$ cat config.mk
export PLATFORM = sky130hd
export DESIGN_NAME = rom_loader
export DESIGN_NICKNAME = d
export VERILOG_FILES = /design/src/rtl/rom_loader.sv
export SDC_FILE = /design/constraint.sdc
export NUM_CORES = 1
export LEC_CHECK = 0
export ABC_AREA = 1
export CORE_ASPECT_RATIO = 2
export CORE_MARGIN = 1
export CORE_UTILIZATION = 56
export CTS_CLUSTER_SIZE = 40
export DETAILED_ROUTE_END_ITERATION = 10
export PLACE_DENSITY = 0.9
export SETUP_SLACK_MARGIN = 0.1
export SYNTH_ARGS = -nofsm -noshare
export SYNTH_HDL_FRONTEND = slang
export SYNTH_SLANG_ARGS = --single-unit
$ cat constraint.sdc
create_clock -name clk -period 2.6 [get_ports clk]
set_clock_uncertainty 0.15 [all_clocks]
set_input_delay 0.39 -clock clk [delete_from_list [all_inputs] [get_ports clk]]
set_output_delay 0.39 -clock clk [all_outputs]
set_load 0.02 [all_outputs]
$ cat src/rtl/rom_loader.sv
// Byte-stream loader for the Hack instruction RAM; ROM_LOADER_CHECKSUM_EN adds a trailing checksum word.
// Latency: wr_en one cycle after the accepted low byte. Backpressure: rx_ready low outside byte states and during wr_en.
module rom_loader #(
  parameter int ADDR_W = 8
) (
  input  logic              clk,
  input  logic              reset,
  input  logic              load_req,
  input  logic [7:0]        rx_data,
  input  logic              rx_valid,
  output logic              rx_ready,
  output logic              wr_en,
  output logic [ADDR_W-1:0] wr_addr,
  output logic [15:0]       wr_data,
  output logic              hold_cpu,
  output logic              busy,
  output logic              done,
  output logic              error
);
  localparam int DEPTH = 1 << ADDR_W;

  typedef enum logic [3:0] {
    S_IDLE,
    S_LEN_HI,
    S_LEN_LO,
    S_DAT_HI,
    S_DAT_LO,
    S_WR,
`ifdef ROM_LOADER_CHECKSUM_EN
    S_CSUM_HI,
    S_CSUM_LO,
`endif
    S_FINISH,
    S_ERROR
  } state_t;

  state_t            state, state_nx;
  logic [7:0]        hi_q;
  logic [ADDR_W:0]   len_q;
  logic [ADDR_W:0]   cnt_q;
  logic [ADDR_W:0]   cnt_inc;
  logic [15:0]       byte_pair;
  logic              xfer;
  logic              len_bad;
  logic              last_word;
`ifdef ROM_LOADER_CHECKSUM_EN
  logic [15:0]       sum_q;
`endif

  assign byte_pair = {hi_q, rx_data};
  assign len_bad   = (byte_pair == 16'd0) || (32'(byte_pair) > 32'(DEPTH));
  assign cnt_inc   = cnt_q + {{ADDR_W{1'b0}}, 1'b1};
  assign last_word = (cnt_inc == len_q);
  assign xfer      = rx_valid && rx_ready;
  assign wr_en     = (state == S_WR);
  assign wr_addr   = cnt_q[ADDR_W-1:0];

  always_ff @(posedge clk or posedge reset) begin
    if (reset) state <= S_IDLE;
    else       state <= state_nx;
  end

  always_comb begin
    state_nx = state;
    rx_ready = 1'b0;
    case (state)
      S_IDLE:   if (load_req) state_nx = S_LEN_HI;
      S_LEN_HI: begin
        rx_ready = 1'b1;
        if (xfer) state_nx = S_LEN_LO;
      end
      S_LEN_LO: begin
        rx_ready = 1'b1;
        if (xfer) state_nx = len_bad ? S_ERROR : S_DAT_HI;
      end
      S_DAT_HI: begin
        rx_ready = 1'b1;
        if (xfer) state_nx = S_DAT_LO;
      end
      S_DAT_LO: begin
        rx_ready = 1'b1;
        if (xfer) state_nx = S_WR;
      end
`ifdef ROM_LOADER_CHECKSUM_EN
      S_WR:     state_nx = last_word ? S_CSUM_HI : S_DAT_HI;
      S_CSUM_HI: begin
        rx_ready = 1'b1;
        if (xfer) state_nx = S_CSUM_LO;
      end
      S_CSUM_LO: begin
        rx_ready = 1'b1;
        if (xfer) state_nx = (byte_pair == sum_q) ? S_FINISH : S_ERROR;
      end
`else
      S_WR:     state_nx = last_word ? S_FINISH : S_DAT_HI;
`endif
      S_FINISH: state_nx = S_IDLE;
      S_ERROR:  state_nx = S_IDLE;
      default:  state_nx = S_IDLE;
    endcase
  end

  // Datapath and sticky status; hold_cpu only drops after a fully accepted image.
  always_ff @(posedge clk or posedge reset) begin
    if (reset) begin
      hi_q     <= '0;
      len_q    <= '0;
      cnt_q    <= '0;
      wr_data  <= '0;
      busy     <= 1'b0;
      done     <= 1'b0;
      error    <= 1'b0;
      hold_cpu <= 1'b1;
`ifdef ROM_LOADER_CHECKSUM_EN
      sum_q    <= '0;
`endif
    end else begin
      case (state)
        S_IDLE: if (load_req) begin
          done     <= 1'b0;
          error    <= 1'b0;
          busy     <= 1'b1;
          hold_cpu <= 1'b1;
          cnt_q    <= '0;
`ifdef ROM_LOADER_CHECKSUM_EN
          sum_q    <= '0;
`endif
        end
        S_LEN_HI: if (xfer) hi_q <= rx_data;
        S_LEN_LO: if (xfer) len_q <= byte_pair[ADDR_W:0];
        S_DAT_HI: if (xfer) hi_q <= rx_data;
        S_DAT_LO: if (xfer) begin
          wr_data <= byte_pair;
`ifdef ROM_LOADER_CHECKSUM_EN
          sum_q   <= sum_q + byte_pair;
`endif
        end
        S_WR: cnt_q <= cnt_inc;
`ifdef ROM_LOADER_CHECKSUM_EN
        S_CSUM_HI: if (xfer) hi_q <= rx_data;
`endif
        S_FINISH: begin
          done     <= 1'b1;
          busy     <= 1'b0;
          hold_cpu <= 1'b0;
        end
        S_ERROR: begin
          error    <= 1'b1;
          busy     <= 1'b0;
          hold_cpu <= 1'b1;
        end
        default: ;
      endcase
    end
  end

endmodule
==> results of run 1 <==
cells in the final DEF (no fill, tap or decap), drive strengths merged, types with 2 or more instances in the layout:
cell type,synthesis,final
nand3,23,23
dfrtp,48,48
o21ai,42,42
clkdlybuf4s50,0,41
nand4,5,5
buf,11,5
clkbuf,4,7
inv,43,43
nor2,22,22
mux2,2,2
nand2,91,91
o22ai,6,6
a21oi,2,2
power breakdown:
group	internal [mW]	switching, mW	leakage [nW]
clock network	0.314	0.244	0.0585
logic	0.567	0.772	0.720
registers	1.05	0.231	0.629
total	1.93	1.25	1.41
worst max-delay path by stage:
stage                        start    end  slack [ns]  depth (start not counted)
after CTS                 state[0]  wr_en        0.19                          5
after floorplan              reset   busy        0.89                          1
after global placement    state[0]  wr_en        0.55                          5
after detailed placement  state[0]  wr_en        0.51                          5
final                     state[0]  wr_en        0.18                          5
after global routing      state[0]  wr_en        0.11                          5
metal layers:
metal  up-vias  track usage (%)  part of all wire [%]
met5         -                0                     0
met4         0             18.1                   4.1
met3        17             3.06                   3.2
li1       1037                -                     -
met1      1002             27.7                    36
met2        72             49.1                    57
metrics by stage:
stage          hold slack, ns  instances  power [mW]  cell area (sq um)  util, %
2_1_floorplan           0.303        306        2.10               2420        -
3_3_place_gp            0.317        389        2.57               2840     68.8
3_5_place_dp            0.325        389        2.62               2840     68.8
4_1_cts                 0.308        397        3.19               2960     71.6
5_1_grt                 0.345        397        3.41               2960     71.6
6_report                0.298        397        3.18               2960     71.6
layout make-up:
class / count / area (sq um) / area share (%)
inverters: 43 / 161 / 5.46
repair buffers: 46 / 448 / 15.2
clock buffers: 7 / 86.3 / 2.92
flip-flops and latches: 49 / 1230 / 41.5
multi-input cells: 199 / 938 / 31.7
well taps: 52 / 65.1 / 2.20
clock inverters: 1 / 30.0 / 1.02
state kept, by name, summed over array words and instances (netlist names), 3 cells and up:
signal / flops
len_q: 9
cnt_q: 9
wr_data: 16
hi_q: 8
state: 3
logic make-up after synthesis:
family | count (synthesis) | synth area share [%]
buffers and inverters | 58 | 10.4
AND/OR/NAND/NOR | 143 | 25.7
adder cells (fa/ha/maj) | 1 | 0.518
XOR/XNOR | 2 | 0.725
multiplexers | 2 | 0.932
flip-flops | 49 | 50.8
AO/OA/AOI/OAI | 51 | 11.0
worst register-to-register path, delay by kind of cell, from the launching register on:
family,cells,cell delay (ns)
adders and majority gates,1,0.26
buffers and inverters,2,0.13
and+or+nand+nor,10,0.85
DFF,1,0.45
==> qor.csv, run 1 <==
metric,value,unit
worst hold path type,in2async,
Crit. End Element,primary output,
port bufs,41,
CP Max Fanout,7,
vias in the first global route,2129,
Tcrit/Tclk final,93.1,%
Crit path required time,2.06,ns
"Clk Latency, worst-skew pair",0.30,ns
FILL cells,335,
sequential element share of the synthesized area,50.8,%
htree depth,2,
Die ar.,4600,sq um
Setup-failing EPs final,0,
first-pass GRT wire length,9.27,mm
cells after synthesis,306,
Final WS setup,0.179,ns
GRT Total Usage,26.5,%
"delay-heaviest family, CP",buffers and inverters,
CP Cell Sequence,inv_2 > nor2_1 > nand2_1 > inv_1 > clkdlybuf4s50_1,
Yosys reg bits,49,
worst-margin pin slew,0.513,ns
Post-Route WL,5.49,mm
"top cells by area, synth","dfrtp_1, nand2_1, o21ai_0",
GP Congestion,0.906,
drt drc,0,
max incr delay on CP,0.63,ns
share of layout cells above drive strength 1,7.54,%
YS warnings,0,
CTS Buffer Depth,2,
Crit-path slowest cell,clkdlybuf4s50_1,
initial DRC count,60,
CTS Hold Bufs,0,
top-count cell post-synth,nand2_1,
post-DP HPWL,4.23,mm
post-CTS setup buffers,0,
CP arrival,1.88,ns
worst flop-to-flop path endpoint,state[0],
minimum clock period,2.42,ns
routed vias,2128,
clock buffer count from CTS,5,
PD cells,1080,nW/um^2
num rows,33,
Die Height,94.9,um
Post-synth EDFFs,0,
syn avg cell area,7.90,sq um
initial antenna violation count,0,
Hold Fails Final Rpt,0,
n_diodes,0,
top post-synthesis cells by count,"nand2_1, dfrtp_1, inv_1, o21ai_0, nand3_1",
"Slew Viols, Final",0,
pre-CTS setup slack,0.509,ns
reg-to-reg critical path startpoint,cnt_q[0],
Leak,1.41,nW
Die Wd,48.5,um
Worst Setup Start Kind,register,
starting density of the core,58.5,%
critical path class,reg2out,
status,"finished, final reports clean",
Syn-to-layout area delta,22.3,%
Post-synth ARST share,100,%
total of max-cap violations,0,
largest net degree at the start of global routing,27,
Yosys cell types,25,
Synth top area share,49.7,%
VDD IR max,0.867,mV
core box area,4130,sq um
R2R depth,13,
Avg WL per Cell,13.8,um
Root Driver,clkbuf_8,
largest area contributor in the netlist,dfrtp_1,
synthesized area,2420,sq um
gr ovfl total,0,
Clock transition at path regs,0.09,ns
# IOs,42,
DRT Pass-1 Iters,4,
ys flop type,dfrtp_1,
vias per cell,5.36,
syn nets,319,
r2r setup slk,0.64,ns
TritonCTS clock tree,done,
post-CTS sizing,0,
fin nets,357,
achievable frequency,0.413,GHz
Clock Sinks,49,
slew margin rel.,65.8,%
post-route ant nets,0,
RSZ-0062 raised after global routing,no,
Setup TNS,0,ns
buffers and inverters on the worst path,3,
(Power assumes the default switching activity.)
==> run 2: changes to the inputs <==
--- a/config.mk
+++ b/config.mk
@@ -6,11 +6,13 @@
 export NUM_CORES = 1
 export LEC_CHECK = 0
 export ABC_AREA = 1
+export CAP_MARGIN = 40
 export CORE_ASPECT_RATIO = 2
 export CORE_MARGIN = 1
 export CORE_UTILIZATION = 56
 export CTS_CLUSTER_SIZE = 40
 export DETAILED_ROUTE_END_ITERATION = 10
+export HOLD_SLACK_MARGIN = 0.06
 export PLACE_DENSITY = 0.9
 export SETUP_SLACK_MARGIN = 0.1
 export SYNTH_ARGS = -nofsm -noshare
==> results of run 2 <==
The final DEF is identical to that of run 1; final timing and power are the same.
